**src/rtl/lagarto_rst_seq_pkg.sv**
```systemverilog
// Shared types and helpers for the Lagarto tile reset sequencer.
//   rst_seq_state_e : sequencer FSM states
//   SOFT_CNT_W      : width of each per-hart soft-reset counter
//   cnt_w()         : bits needed to hold a count 0..cycles
package lagarto_rst_seq_pkg;

  typedef enum logic [1:0] {
    WAKE    = 2'd0,
    RELEASE = 2'd1,
    RUN     = 2'd2,
    HOLD    = 2'd3
  } rst_seq_state_e;

  localparam int SOFT_CNT_W = 8;

  function automatic int cnt_w(input int cycles);
    int w;
    w = 1;
    while ((1 << w) < cycles + 1) w++;
    return w;
  endfunction

endpackage

```
**src/rtl/lagarto_rst_sync.sv**
```systemverilog
// Reset synchronizer: asynchronous assertion, synchronous deassertion.
//   clk_i : destination clock
//   rst_i : raw reset, active-high
//   rst_o : synchronized reset, active-high, deasserts STAGES edges after rst_i drops
module lagarto_rst_sync #(
  parameter int STAGES = 2
) (
  input  logic clk_i,
  input  logic rst_i,
  output logic rst_o
);

  logic [STAGES-1:0] r_sync;

  always_ff @(posedge clk_i or posedge rst_i) begin
    if (rst_i) r_sync <= '0;
    else       r_sync <= {r_sync[STAGES-2:0], 1'b1};
  end

  assign rst_o = ~r_sync[STAGES-1];

endmodule

```
**src/rtl/lagarto_tile_rst_seq.sv**
```systemverilog
// Multi-hart reset / wake-up sequencer for the Lagarto tile.
// After reset, waits WAKE_CYCLES, releases harts one by one STAGGER_CYCLES
// apart, then serves per-hart soft-reset requests (lowest index first),
// holding the selected hart in reset for HOLD_CYCLES and pulsing its ack.
// Ports:
//   clk_i, rst_i       : tile clock, async active-high reset
//   soft_rst_req_i     : per-hart soft-reset request (level)
//   soft_rst_ack_o     : per-hart one-cycle completion pulse
//   hart_rst_no        : per-hart active-low core reset
//   all_up_o, busy_o   : all harts running / sequencer not idle in RUN
//   soft_rst_cnt_o     : per-hart 8-bit saturating soft-reset counters
// Optional: LAGARTO_RST_SEQ_CNT_EN builds the counters; otherwise tied to 0.
module lagarto_tile_rst_seq
  import lagarto_rst_seq_pkg::*;
#(
  parameter int NUM_HARTS      = 4,
  parameter int WAKE_CYCLES    = 32768,
  parameter int STAGGER_CYCLES = 4,
  parameter int HOLD_CYCLES    = 16,
  parameter int SYNC_STAGES    = 2
) (
  input  logic                            clk_i,
  input  logic                            rst_i,
  input  logic [NUM_HARTS-1:0]            soft_rst_req_i,
  output logic [NUM_HARTS-1:0]            soft_rst_ack_o,
  output logic [NUM_HARTS-1:0]            hart_rst_no,
  output logic                            all_up_o,
  output logic                            busy_o,
  output logic [NUM_HARTS*SOFT_CNT_W-1:0] soft_rst_cnt_o
);

  if (NUM_HARTS < 1 || NUM_HARTS > 16) begin : g_chk_harts
    $error("NUM_HARTS must be in 1..16");
  end
  if (WAKE_CYCLES < 1) begin : g_chk_wake
    $error("WAKE_CYCLES must be >= 1");
  end
  if (STAGGER_CYCLES < 1) begin : g_chk_stagger
    $error("STAGGER_CYCLES must be >= 1");
  end
  if (HOLD_CYCLES < 1) begin : g_chk_hold
    $error("HOLD_CYCLES must be >= 1");
  end
  if (SYNC_STAGES < 2) begin : g_chk_sync
    $error("SYNC_STAGES must be >= 2");
  end

  localparam int WK_W  = cnt_w(WAKE_CYCLES);
  localparam int ST_W  = cnt_w(STAGGER_CYCLES);
  localparam int HD_W  = cnt_w(HOLD_CYCLES);
  localparam int IDX_W = (NUM_HARTS > 1) ? $clog2(NUM_HARTS) : 1;

  logic w_srst;

  lagarto_rst_sync #(.STAGES(SYNC_STAGES)) u_rst_sync (
    .clk_i (clk_i),
    .rst_i (rst_i),
    .rst_o (w_srst)
  );

  rst_seq_state_e       r_state, w_state_nxt;
  logic [WK_W-1:0]      r_wcnt, w_wcnt_nxt;
  logic [ST_W-1:0]      r_scnt, w_scnt_nxt;
  logic [HD_W-1:0]      r_hcnt, w_hcnt_nxt;
  // Release index during RELEASE, hart under soft reset during HOLD.
  logic [IDX_W-1:0]     r_idx, w_idx_nxt;
  logic [NUM_HARTS-1:0] r_hart_rstn, w_hart_rstn_nxt;
  logic [NUM_HARTS-1:0] r_ack, w_ack_nxt;
  logic [NUM_HARTS-1:0] r_armed, w_armed_nxt;
  logic                 r_all_up, w_all_up_nxt;
  logic                 r_busy, w_busy_nxt;

  logic [NUM_HARTS-1:0] w_pend;
  logic [IDX_W-1:0]     w_sel;
  logic [IDX_W-1:0]     w_idx_inc;
  logic                 w_any;

  // Lowest-index armed request wins.
  always_comb begin
    w_pend = soft_rst_req_i & r_armed;
    w_sel  = '0;
    for (int i = NUM_HARTS - 1; i >= 0; i--)
      if (w_pend[i]) w_sel = IDX_W'(i);
  end

  assign w_any     = |w_pend;
  assign w_idx_inc = r_idx + IDX_W'(1);

  always_ff @(posedge clk_i or posedge w_srst) begin
    if (w_srst) begin
      r_state     <= WAKE;
      r_wcnt      <= '0;
      r_scnt      <= '0;
      r_hcnt      <= '0;
      r_idx       <= '0;
      r_hart_rstn <= '0;
      r_ack       <= '0;
      // A request already high when RUN is reached must still be served.
      r_armed     <= '1;
      r_all_up    <= 1'b0;
      r_busy      <= 1'b1;
    end else begin
      r_state     <= w_state_nxt;
      r_wcnt      <= w_wcnt_nxt;
      r_scnt      <= w_scnt_nxt;
      r_hcnt      <= w_hcnt_nxt;
      r_idx       <= w_idx_nxt;
      r_hart_rstn <= w_hart_rstn_nxt;
      r_ack       <= w_ack_nxt;
      r_armed     <= w_armed_nxt;
      r_all_up    <= w_all_up_nxt;
      r_busy      <= w_busy_nxt;
    end
  end

  always_comb begin
    w_state_nxt     = r_state;
    w_wcnt_nxt      = r_wcnt;
    w_scnt_nxt      = r_scnt;
    w_hcnt_nxt      = r_hcnt;
    w_idx_nxt       = r_idx;
    w_hart_rstn_nxt = r_hart_rstn;
    w_ack_nxt       = '0;
    // Re-arm once the request is seen low, in any state.
    w_armed_nxt     = r_armed | ~soft_rst_req_i;
    w_all_up_nxt    = r_all_up;
    w_busy_nxt      = r_busy;
    case (r_state)
      WAKE: begin
        if (r_wcnt == WK_W'(WAKE_CYCLES)) begin
          w_hart_rstn_nxt[0] = 1'b1;
          w_idx_nxt          = '0;
          w_scnt_nxt         = '0;
          if (NUM_HARTS == 1) begin
            w_state_nxt  = RUN;
            w_all_up_nxt = 1'b1;
            w_busy_nxt   = 1'b0;
          end else begin
            w_state_nxt  = RELEASE;
          end
        end else begin
          w_wcnt_nxt = r_wcnt + WK_W'(1);
        end
      end
      RELEASE: begin
        if (r_scnt == ST_W'(STAGGER_CYCLES - 1)) begin
          w_scnt_nxt                 = '0;
          w_idx_nxt                  = w_idx_inc;
          w_hart_rstn_nxt[w_idx_inc] = 1'b1;
          if (w_idx_inc == IDX_W'(NUM_HARTS - 1)) begin
            w_state_nxt  = RUN;
            w_all_up_nxt = 1'b1;
            w_busy_nxt   = 1'b0;
          end
        end else begin
          w_scnt_nxt = r_scnt + ST_W'(1);
        end
      end
      RUN: begin
        if (w_any) begin
          w_state_nxt            = HOLD;
          w_idx_nxt              = w_sel;
          w_hcnt_nxt             = '0;
          w_hart_rstn_nxt[w_sel] = 1'b0;
          w_armed_nxt[w_sel]     = 1'b0;
          w_all_up_nxt           = 1'b0;
          w_busy_nxt             = 1'b1;
        end
      end
      HOLD: begin
        if (r_hcnt == HD_W'(HOLD_CYCLES - 1)) begin
          w_state_nxt            = RUN;
          w_hart_rstn_nxt[r_idx] = 1'b1;
          w_ack_nxt[r_idx]       = 1'b1;
          w_all_up_nxt           = 1'b1;
          w_busy_nxt             = 1'b0;
        end else begin
          w_hcnt_nxt = r_hcnt + HD_W'(1);
        end
      end
      default: w_state_nxt = WAKE;
    endcase
  end

  assign hart_rst_no    = r_hart_rstn;
  assign soft_rst_ack_o = r_ack;
  assign all_up_o       = r_all_up;
  assign busy_o         = r_busy;

`ifdef LAGARTO_RST_SEQ_CNT_EN
  logic [NUM_HARTS-1:0][SOFT_CNT_W-1:0] r_cnt;

  // Counts on the same edge the ack is raised, so the new value appears with the pulse.
  always_ff @(posedge clk_i or posedge w_srst) begin
    if (w_srst) begin
      r_cnt <= '0;
    end else begin
      for (int h = 0; h < NUM_HARTS; h++)
        if (w_ack_nxt[h] && (r_cnt[h] != '1)) r_cnt[h] <= r_cnt[h] + SOFT_CNT_W'(1);
    end
  end

  assign soft_rst_cnt_o = r_cnt;
`else
  assign soft_rst_cnt_o = '0;
`endif

endmodule

```
**config.mk**
```make
export PLATFORM = sky130hd
export DESIGN_NAME = lagarto_tile_rst_seq
export DESIGN_NICKNAME = d
export VERILOG_FILES = /design/src/rtl/lagarto_rst_seq_pkg.sv /design/src/rtl/lagarto_rst_sync.sv /design/src/rtl/lagarto_tile_rst_seq.sv
export SDC_FILE = /design/constraint.sdc
export NUM_CORES = 1
export LEC_CHECK = 0
export BUFFER_PORTS_ARGS = -buffer_cell sky130_fd_sc_hd__buf_2
export CORE_AREA = 2 2 83 85
export DETAILED_ROUTE_END_ITERATION = 8
export DIE_AREA = 0 0 85 87
export PLACE_DENSITY_LB_ADDON = 0.3
export SLEW_MARGIN = 0
export SYNTH_ARGS = -nofsm -noshare
export SYNTH_HDL_FRONTEND = slang
export SYNTH_SLANG_ARGS = --single-unit
```
**constraint.sdc**
```tcl
create_clock -name clk_i -period 1.9 [get_ports clk_i]
set_input_delay 0 -clock clk_i [delete_from_list [all_inputs] [get_ports clk_i]]
set_output_delay 0 -clock clk_i [all_outputs]
set_load 0.005 [all_outputs]
```
# Yosys cells after proc, flatten, opt, wreduce, memory -nomap -nowiden
# Cells that the tools add are included.
dict set report classes {
  n_lt_le_gt_ge 6
  add_sub_neg 4
  n_eq_ne 13
  n_mux 46
  reduce_logical 17
  bitwise_logic 9
}
# cell n
set ops {}
lappend ops {{$mux W4} 7}
lappend ops {{$mux W2} 12}
lappend ops {{$add A16 B1 Y16 const B} 1}
lappend ops {{$eq A16 B16 Y1 const B} 1}
lappend ops {{$and A4 B4 Y4} 3}
lappend ops {{$mux W1} 12}
lappend ops {{$ne A2 B2 Y1 const B} 6}
lappend ops {{$or A4 B4 Y4} 3}
lappend ops {{$reduce_and A4 Y1} 3}
lappend ops {{$mux W5} 2}
lappend ops {{$pmux W5 S2} 1}
lappend ops {{$reduce_and A5 Y1} 2}
lappend ops {{$lt A2 B3 Y1 const B} 3}
lappend ops {{$pmux W3 S3} 1}
lappend ops {{$not A4 Y4} 2}
lappend ops {{$pmux W2 S4} 1}
lappend ops {{$demux W1 S2} 3}
lappend ops {{$eq A2 B2 Y1 const B} 3}
lappend ops {{$ge A2 B1 Y1 const B} 3}
lappend ops {{$mux W3} 2}
lappend ops {{$pmux W1 S3} 2}
lappend ops {{$pmux W2 S3} 1}
lappend ops {{$pmux W3 S2} 1}
lappend ops {{$reduce_bool A3 Y1} 2}
lappend ops {{other kinds (14)} 18}
dict set report word_totals {
  ff_bits 44
  output_inout_bits 42
  inputBits 6
}

# Longest topological paths before layout
# Gate-level depths: netlist of run 1.
dict set report depth {
  ltp_word 13
  mapped_depth 7
}

# Modules after synthesis
# From an unflattened synthesis of run 1, not the netlist that was laid out.
dict set report unflattened {
  hier_cells 249
  hier_area_um2 2518.7
}
# module area_per_inst_um2 cells_per_inst n_inst seq_area_each_um2
set modules_own_cells {}
lappend modules_own_cells {lagarto_tile_rst_seq 2457.4 244 1 1057.3}
lappend modules_own_cells {lagarto_rst_sync 61.3 5 1 50.0}

# Worst setup path before layout of run 1
# OpenSTA, ideal clock, no wires.
dict set report synth_path {
  path_kind {register -> register}
  start {register r_wcnt[0]}
  end {register r_idx[1]}
  synth_period_minus_slack_ns 2.126
  arrival_time_ns 2.001
  path_stages_with_launch 7
  setup_slack_ns -0.226
  setup_ns 0.125
  n_path_buf 0
  required_ns 1.775
  cell_sequence {dfrtp_1 > inv_1 > ha_1 > or4b_4 > o41ai_4 > nand3_2 > mux2_4}
}
dict set report synth_between {
  elab_chain_len 3
}
# item line_no
set synth_lines {}
lappend synth_lines {{start: declaration} lagarto_tile_rst_seq.sv:62} ;# logic [WK_W-1:0] r_wcnt, w_wcnt_nxt;
lappend synth_lines {{start signal: assignment} lagarto_tile_rst_seq.sv:104} ;# r_wcnt <= w_wcnt_nxt;
lappend synth_lines {{$eq A16 B16 Y1} lagarto_tile_rst_seq.sv:130} ;# if (r_wcnt == WK_W'(WAKE_CYCLES)) begin
lappend synth_lines {{$ne A2 B2 Y1 (no line)} --}
lappend synth_lines {{$reduce_and A4 Y1 (no line)} --}
lappend synth_lines {{end signal: assignment} lagarto_tile_rst_seq.sv:107} ;# r_idx <= w_idx_nxt;
lappend synth_lines {{end: declaration} lagarto_tile_rst_seq.sv:66} ;# logic [IDX_W-1:0] r_idx, w_idx_nxt;
# Every way passes these cells.
# A chain may end at the register's enable or synchronous reset.

# Worst setup path after layout of run 1
dict set report layout_path {
  start {register r_wcnt[1]}
  end {register r_idx[1]}
}
# The elaborated chain is that of the path after synthesis.

==> results of run 1 <==
## state kept, by name, summed over array words and instances (netlist names)
register and flops:
r_armed 4, soft_rst_ack_o 4, busy_o 1, r_hcnt 5, r_scnt 3, r_wcnt 16, r_state 2, r_idx 2
all_up_o 1, hart_rst_no 4, u_rst_sync.r_sync 2
## cell usage in the layout (no fill, tap or decap), types with 2 or more instances in the layout
| master | count |
|---|---|
| sky130_fd_sc_hd__a21oi_1 | 3 |
| sky130_fd_sc_hd__a22o_1 | 6 |
| sky130_fd_sc_hd__a22oi_1 | 4 |
| sky130_fd_sc_hd__and2_1 | 2 |
| sky130_fd_sc_hd__and3_1 | 12 |
| sky130_fd_sc_hd__buf_2 | 15 |
| sky130_fd_sc_hd__buf_4 | 33 |
| sky130_fd_sc_hd__clkbuf_1 | 2 |
| sky130_fd_sc_hd__clkbuf_8 | 5 |
| sky130_fd_sc_hd__conb_1 | 33 |
| sky130_fd_sc_hd__dfrtp_1 | 38 |
| sky130_fd_sc_hd__dfstp_2 | 5 |
| sky130_fd_sc_hd__dlygate4sd3_1 | 5 |
| sky130_fd_sc_hd__ha_1 | 12 |
| sky130_fd_sc_hd__inv_1 | 13 |
| sky130_fd_sc_hd__mux2i_1 | 2 |
| sky130_fd_sc_hd__nand2_1 | 18 |
| sky130_fd_sc_hd__nand2b_1 | 3 |
| sky130_fd_sc_hd__nand3_1 | 4 |
| sky130_fd_sc_hd__nand3_2 | 2 |
| sky130_fd_sc_hd__nand4_1 | 9 |
| sky130_fd_sc_hd__nor2_1 | 4 |
| sky130_fd_sc_hd__nor3_1 | 2 |
| sky130_fd_sc_hd__o21ai_0 | 12 |
| sky130_fd_sc_hd__o21ai_1 | 2 |
| sky130_fd_sc_hd__o2bb2ai_1 | 4 |
| sky130_fd_sc_hd__or2_2 | 2 |
| sky130_fd_sc_hd__xnor2_1 | 7 |
| sky130_fd_sc_hd__xor2_1 | 7 |
## cell type report
| class | instances | share of cell area |
|---|---|---|
| Multi-Input combinational cell | 179 | 0.418 |
| Sequential cell | 44 | 0.372 |
| Timing Repair Buffer | 54 | 0.132 |
| Tap cell | 80 | 0.0336 |
| Clock buffer | 7 | 0.0256 |
| Inverter | 14 | 0.0176 |
| Clock inverter | 1 | 0.00168 |
## through the flow
stage	std cells	setup slack [ps]
finish	379	-91.0
global route	379	-161
CTS	378	-62.3
detailed placement	364	-107
global placement	364	-71.4
floorplan	274	-98.1
## cell families after synthesis
family,count (synthesis),synth area share
compound gates,44,0.133
xor+xnor,15,0.0526
fa+ha+maj,13,0.0651
buf+inv,51,0.125
flops,44,0.443
mux,4,0.0185
other cells,2,0.00301
simple gates,70,0.159
## layer usage
| layer | vias up | global-route usage |
|---|---|---|
| met1 | 882 | 0.185 |
| met5 | - | 0 |
| met3 | 6 | 0.0246 |
| met4 | 0 | 0.0390 |
| li1 | 896 | - |
| met2 | 28 | 0.216 |
## tightest hold or removal path, cell delays in order
cell	delay, ps
sky130_fd_sc_hd__dlygate4sd3_1	530
sky130_fd_sc_hd__buf_2	120
sky130_fd_sc_hd__inv_1	70
## power groups by stage
stage          logic (mW)  clock network (mW)  registers [mW]
6_report             1.79               0.567            1.34
5_1_grt              2.02               0.624            1.37
4_1_cts              1.73               0.589            1.34
3_5_place_dp         1.70                   0            1.36
3_3_place_gp         1.67                   0            1.35
2_1_floorplan        1.14                   0            1.37
## worst paths after layout
check                                           from                   end  slack [ps]  cells past startpoint
min in group clk_i              u_rst_sync.r_sync[0]  u_rst_sync.r_sync[1]         360                      0
worst min register to register  u_rst_sync.r_sync[1]             r_wcnt[9]         160                      0
worst min-delay path                           rst_i  u_rst_sync.r_sync[0]          90                      3
max in group asynchronous       u_rst_sync.r_sync[1]            r_armed[3]        1220                      1
worst max-delay path                       r_wcnt[1]              r_idx[1]         -90                      7
worst max register to register             r_wcnt[1]              r_idx[1]         -90                      7
## what timing repair did
action                                  in CTS  in global routing
resized for setup                            0                 10
setup buffers                                1                  1
pin swaps                                    2                  5
hold buffers                                 5                  0
hold endpoints to repair                     6                  0
endpoints found under the setup margin      13                 21
==> flow_metrics.py, run 1 <==
metrics = {
    "placement": {
        "gp_routability_congestion": 0.777,
        "numPortBuffers": 15,
        "post-dp-hpwl_mm": 3.60,
        "detailed_place.area_um2": 2790,
    },
    "yosys": {
        "yosysUniqueCellTypes": 49,
        "syn-mean-instance-area_um2": 10.3,
        "synth-main-ff-cell": "sky130_fd_sc_hd__dfrtp_1",
        "synth.top_cells.by_area": "sky130_fd_sc_hd__dfrtp_1 (39%), sky130_fd_sc_hd__buf_4 (9.6%), sky130_fd_sc_hd__ha_1 (6.5%)",
        "postSynthRegisterBits": 44,
        "synth-edff-count": 0,
        "yosysWarnings": 0,
        "postSynth.asyncResetShare": 1.00,
        "synthCells": 243,
        "yosys-top-cells-count": "sky130_fd_sc_hd__dfrtp_1 (39), sky130_fd_sc_hd__buf_4 (32), sky130_fd_sc_hd__nand2_1 (18), sky130_fd_sc_hd__inv_1 (14)",
        "sequential_area_share_after_synthesis": 0.443,
        "yosysTopAreaCell": "sky130_fd_sc_hd__dfrtp_1",
        "synth_top_cell_area_share": 0.391,
        "synth.cell_area_um2": 2500,
        "synthMostInstantiatedCell": "sky130_fd_sc_hd__dfrtp_1",
    },
    "global_routing": {
        "grt_pass1_wl_mm": 8.01,
        "grt_max_degree": 32,
        "grt.overflow.total": 0,
        "track_usage": 0.134,
        "number_of_global_route_vias_before_repair": 1709,
        "number_of_antenna_violations_at_the_first_check_in_global_routing": 0,
    },
    "worst_setup_path": {
        "timing.setup.critical_path_class": "reg2reg",
        "cp.arrival_ps": 2180,
        "critPathSlowestCell": "sky130_fd_sc_hd__or4b_4",
        "setup_crit_end_kind": "flop",
        "crit_path_max_fanout": 5,
        "critPathRequiredTime_ps": 2080,
        "critPathBufInv": 2,
        "worst_setup_path_start_kind": "flop",
        "slowest_delay_ps": 480,
        "cp_top_family": "simple AND/OR/NAND/NOR gates",
        "path_cells": "inv_1 > ha_1 > or4b_4 > o41ai_4 > buf_4 > nand3_4 > mux2_4",
    },
    "power": {
        "net_switching_component_of_the_power_mw": 1.39,
        "cell_internal_pwr_mw": 2.31,
        "pwr-share-comb": 0.485,
        "clock_power_share": 0.153,
        "p_per_area_nw_per_um2": 1240,
        "switching_share_of_power": 0.376,
        "report.power.total_mw": 3.70,
        "p_leak_nw": 1.52,
        "power.sequential.fraction": 0.362,
        "ir_drop_v": 0.000704,
    },
    "detailed_routing": {
        "wl_met2_mm": 2.31,
        "antenna_violating_nets_post_route": 0,
        "wl_met3_um": 156,
        "highest-signal-layer": "met4",
        "via_per_inst": 4.78,
        "detail_route.wl_per_cell_um": 12.7,
        "wl_mm": 4.81,
        "1st_iter_drt_viols": 53,
        "detail_route.wirelength.met1_mm": 2.30,
        "drt_first_pass_iters": 4,
        "detail_route.drc_violations": 0,
        "route.vias.total": 1812,
    },
    "clock_network": {
        "cts.path.max_buffers": 2,
        "clkTransAtPathRegs_ps": 80,
        "ctsHtreeMaxLevel": 2,
        "clock-root-buffer": "sky130_fd_sc_hd__clkbuf_8",
        "cts_tree": "done",
        "clock_latency_of_the_later_clocked_register_in_the_worst_skew_pair_ps": 290,
        "cts_buffers": 5,
        "clock-sinks": 44,
    },
    "timing": {
        "finalSetupTns_ps": -223,
        "timing_limited_maximum_frequency_ghz": 0.502,
        "final.setup.worst_slack_ps": -91.0,
        "final-max-slew-violation-count": 0,
        "timing.final.crit_share": 1.05,
        "finalHoldViolations": 0,
        "holdWs_ps": 89.0,
        "clock_skew_ps": 11.9,
        "worst_pin_slew_ps": 631,
        "setup-violations-final": 7,
        "finalWorstPathRequiredPeriod_ps": 1990,
        "rsz0062_at_grt": "true",
        "timing.max_slew.rel_slack": 0.575,
    },
    "die": {
        "num_io_pins": 48,
        "placeableCoreArea_um2": 6570,
        "chip_height_um": 87,
        "initial_core_util": 0.380,
        "fp.dieArea_um2": 7400,
        "core.rowCount": 30,
        "overall_die_width_um": 85,
    },
    "layout": {
        "num_antenna_cells": 0,
        "layout.filler_cells": 627,
        "share_of_layout_cells_above_drive_strength_1": 0.274,
        "nets": 317,
        "multi_input_comb_area_um2": 1250,
        "layout.area.seq_um2": 1110,
        "flow.area_growth_from_synthesis_pct": 19.4,
        "postLayoutCellArea_um2": 2980,
        "fraction_of_the_core_area_covered_by_cells_at_the_end_of_the_flow": 0.454,
    },
    "min_path": {
        "hold_class": "in2async",
    },
    "run": {
        "cap_violations": 0,
    },
    "run_status": {
        "failed_checks": "negative setup slack",
        "outcome": "complete, but fails checks",
    },
}
No activity file was read; power rests on OpenSTA's default activity.
==> run 2, diff against run 1 <==
Settings changed: GPL_TIMING_DRIVEN set to 0.
==> run 2 against run 1 <==
Wire length is 3.0% lower. Highest routed layer unchanged. First-iteration DRC count up 45%. Worst setup slack got worse by 23 ps. Flip-flop and latch count unchanged. The run still ends with negative setup slack left. Clock skew shrank 6.8 ps. Clock power grew 5.8%. Via count up 1.8%. Maximum frequency decreased by 1.1%. Critical path depth is 2 lower. Combinational power is 7% higher. Register-to-register slack worse by 20 ps.
==> flow_metrics.py, run 2 (synthesis gave the netlist of run 1 again) <==
metrics = {
    "run_status": {
        "outcome": "complete, but fails checks",
        "failed_checks": "negative setup slack",
    },
    "global_routing": {
        "grt.overflow.total": 0,
        "track_usage": 0.130,
        "grt_pass1_wl_mm": 7.73,
        "number_of_antenna_violations_at_the_first_check_in_global_routing": 0,
        "number_of_global_route_vias_before_repair": 1647,
        "grt_max_degree": 34,
    },
    "detailed_routing": {
        "detail_route.drc_violations": 0,
        "1st_iter_drt_viols": 77,
        "route.vias.total": 1845,
        "antenna_violating_nets_post_route": 0,
        "wl_mm": 4.66,
        "drt_first_pass_iters": 4,
        "via_per_inst": 4.64,
        "detail_route.wl_per_cell_um": 11.7,
    },
    "worst_setup_path": {
        "setup_crit_end_kind": "flop",
        "setup.reg_to_reg.worst_slack_ps": -110,
        "critPathBufInv": 1,
        "slowest_delay_ps": 550,
        "cp_top_family": "simple AND/OR/NAND/NOR gates",
        "reg2reg_to": "r_idx[1]",
        "crit_path_max_fanout": 6,
        "critPathRequiredTime_ps": 2080,
        "worst_setup_path_start_kind": "flop",
        "path_cells": "or4_4 > o41ai_4 > buf_4 > nand3_4 > mux2_4",
        "ff2ff_path_depth": 5,
        "cp.arrival_ps": 2190,
        "timing.setup.critical_path_class": "reg2reg",
        "timing.rr.start": "r_wcnt[14]",
        "critPathSlowestCell": "sky130_fd_sc_hd__or4_4",
    },
    "layout": {
        "postLayoutCellArea_um2": 3210,
        "largest_reg_flops": 16,
        "multi_input_comb_area_um2": 1330,
        "layout_commonest_cell": "sky130_fd_sc_hd__buf_4",
        "most-common-layout-cells": "sky130_fd_sc_hd__buf_4 (50), sky130_fd_sc_hd__dfrtp_1 (37), sky130_fd_sc_hd__conb_1 (33)",
        "nets": 336,
        "num_antenna_cells": 0,
        "layout.filler_cells": 606,
        "fraction_of_the_core_area_covered_by_cells_at_the_end_of_the_flow": 0.488,
        "share_of_layout_cells_above_drive_strength_1": 0.343,
        "layout.area.seq_um2": 1110,
        "top_register": "r_wcnt",
        "layout_top_registers": "r_wcnt: 16 flops, r_hcnt: 5 flops",
        "flow.area_growth_from_synthesis_pct": 28.4,
    },
    "power": {
        "p_per_area_nw_per_um2": 1210,
        "p_leak_nw": 1.62,
        "ir_drop_v": 0.000781,
        "report.power.total_mw": 3.89,
    },
    "min_path": {
        "hold_class": "in2async",
    },
    "timing": {
        "holdWs_ps": 87.5,
        "final-max-slew-violation-count": 0,
        "clock_skew_ps": 5.15,
        "timing_limited_maximum_frequency_ghz": 0.497,
        "finalWorstPathRequiredPeriod_ps": 2010,
        "finalHoldViolations": 0,
        "timing.final.crit_share": 1.06,
        "final.setup.worst_slack_ps": -114,
        "rsz0062_at_grt": "true",
        "setup-violations-final": 6,
        "finalSetupTns_ps": -339,
    },
    "run": {
        "cap_violations": 0,
    },
    "die": {
        "num_io_pins": 48,
        "placeableCoreArea_um2": 6570,
        "chip_height_um": 87,
        "overall_die_width_um": 85,
        "fp.dieArea_um2": 7400,
        "core.rowCount": 30,
        "initial_core_util": 0.380,
    },
    "clock_network": {
        "cts.path.max_buffers": 2,
        "cts_tree": "done",
        "clkTransAtPathRegs_ps": 80,
        "clock-root-buffer": "sky130_fd_sc_hd__clkbuf_8",
        "cts_buffers": 5,
        "clock-sinks": 44,
        "clock_latency_of_the_later_clocked_register_in_the_worst_skew_pair_ps": 290,
        "ctsHtreeMaxLevel": 2,
    },
    "placement": {
        "numPortBuffers": 15,
        "gp_routability_congestion": 0.774,
        "post-dp-hpwl_mm": 3.27,
        "detailed_place.area_um2": 2820,
    },
}
==> run 2: changes by cell type in the layout (fill, tap and decap cells not counted), sizes merged <==
cell	delta
buf	+17
clkbuf	+3
clkinv	-1
==> run 2: where the power goes <==
| group | internal, mW | switching, mW |
|---|---|---|
| Clock | 0.297 | 0.303 |
| Combinational | 0.971 | 0.936 |
| Sequential | 1.18 | 0.201 |
| Total | 2.45 | 1.44 |
==> run 2: worst max path at each step <==
| stage | startpoint | endpoint | slack [ps] | depth (start not counted) |
|---|---|---|---|---|
| floorplan | r_wcnt[13] | r_idx[1] | -100 | 4 |
| global placement | r_state[0] | r_wcnt[13] | -320 | 7 |
| detailed placement | r_state[0] | r_wcnt[11] | -380 | 7 |
| CTS | r_wcnt[0] | r_idx[1] | -210 | 7 |
| global route | r_wcnt[14] | r_idx[1] | -180 | 5 |
| finish | r_wcnt[14] | r_idx[1] | -110 | 5 |
==> run 2: layer usage <==
layer  up-vias  track usage  part of all wire
li1        935            -                 -
met1       878        0.181              0.50
met2        27        0.201              0.45
met3         5       0.0332             0.038
met4         0       0.0390             0.012
met5         -            0                 0
==> run 2: area by class of cell <==
| type | instances | area share |
|---|---|---|
| buffer | 34 | 0.0773 |
| clock buffer | 8 | 0.0281 |
| inverter | 14 | 0.0164 |
| multi-input combinational | 179 | 0.414 |
| sequential | 44 | 0.346 |
| tap | 80 | 0.0312 |
| timing repair buffer | 39 | 0.0874 |
==> run 2: worst reg2reg max path: stages, from the launching register on <==
cell and delay [ps]:
sky130_fd_sc_hd__dfrtp_1 420, sky130_fd_sc_hd__or4_4 550, sky130_fd_sc_hd__o41ai_4 350, sky130_fd_sc_hd__buf_4 200, sky130_fd_sc_hd__nand3_4 80, sky130_fd_sc_hd__mux2_4 310
==> run 2: through the flow <==
stage / setup slack [ps] / std cells
after floorplan: -98.1 / 274
after CTS: -207 / 392
final: -114 / 398
after global routing: -177 / 398
after detailed placement: -384 / 370
after global placement: -319 / 369
==> run 2: what timing repair did <==
action,4_1_cts,5_1_grt
pin swaps,5,9
endpoints found under the hold margin,6,0
endpoints found under the setup margin,29,25
hold buffers,5,0
resized for setup,10,18
setup buffers,10,8
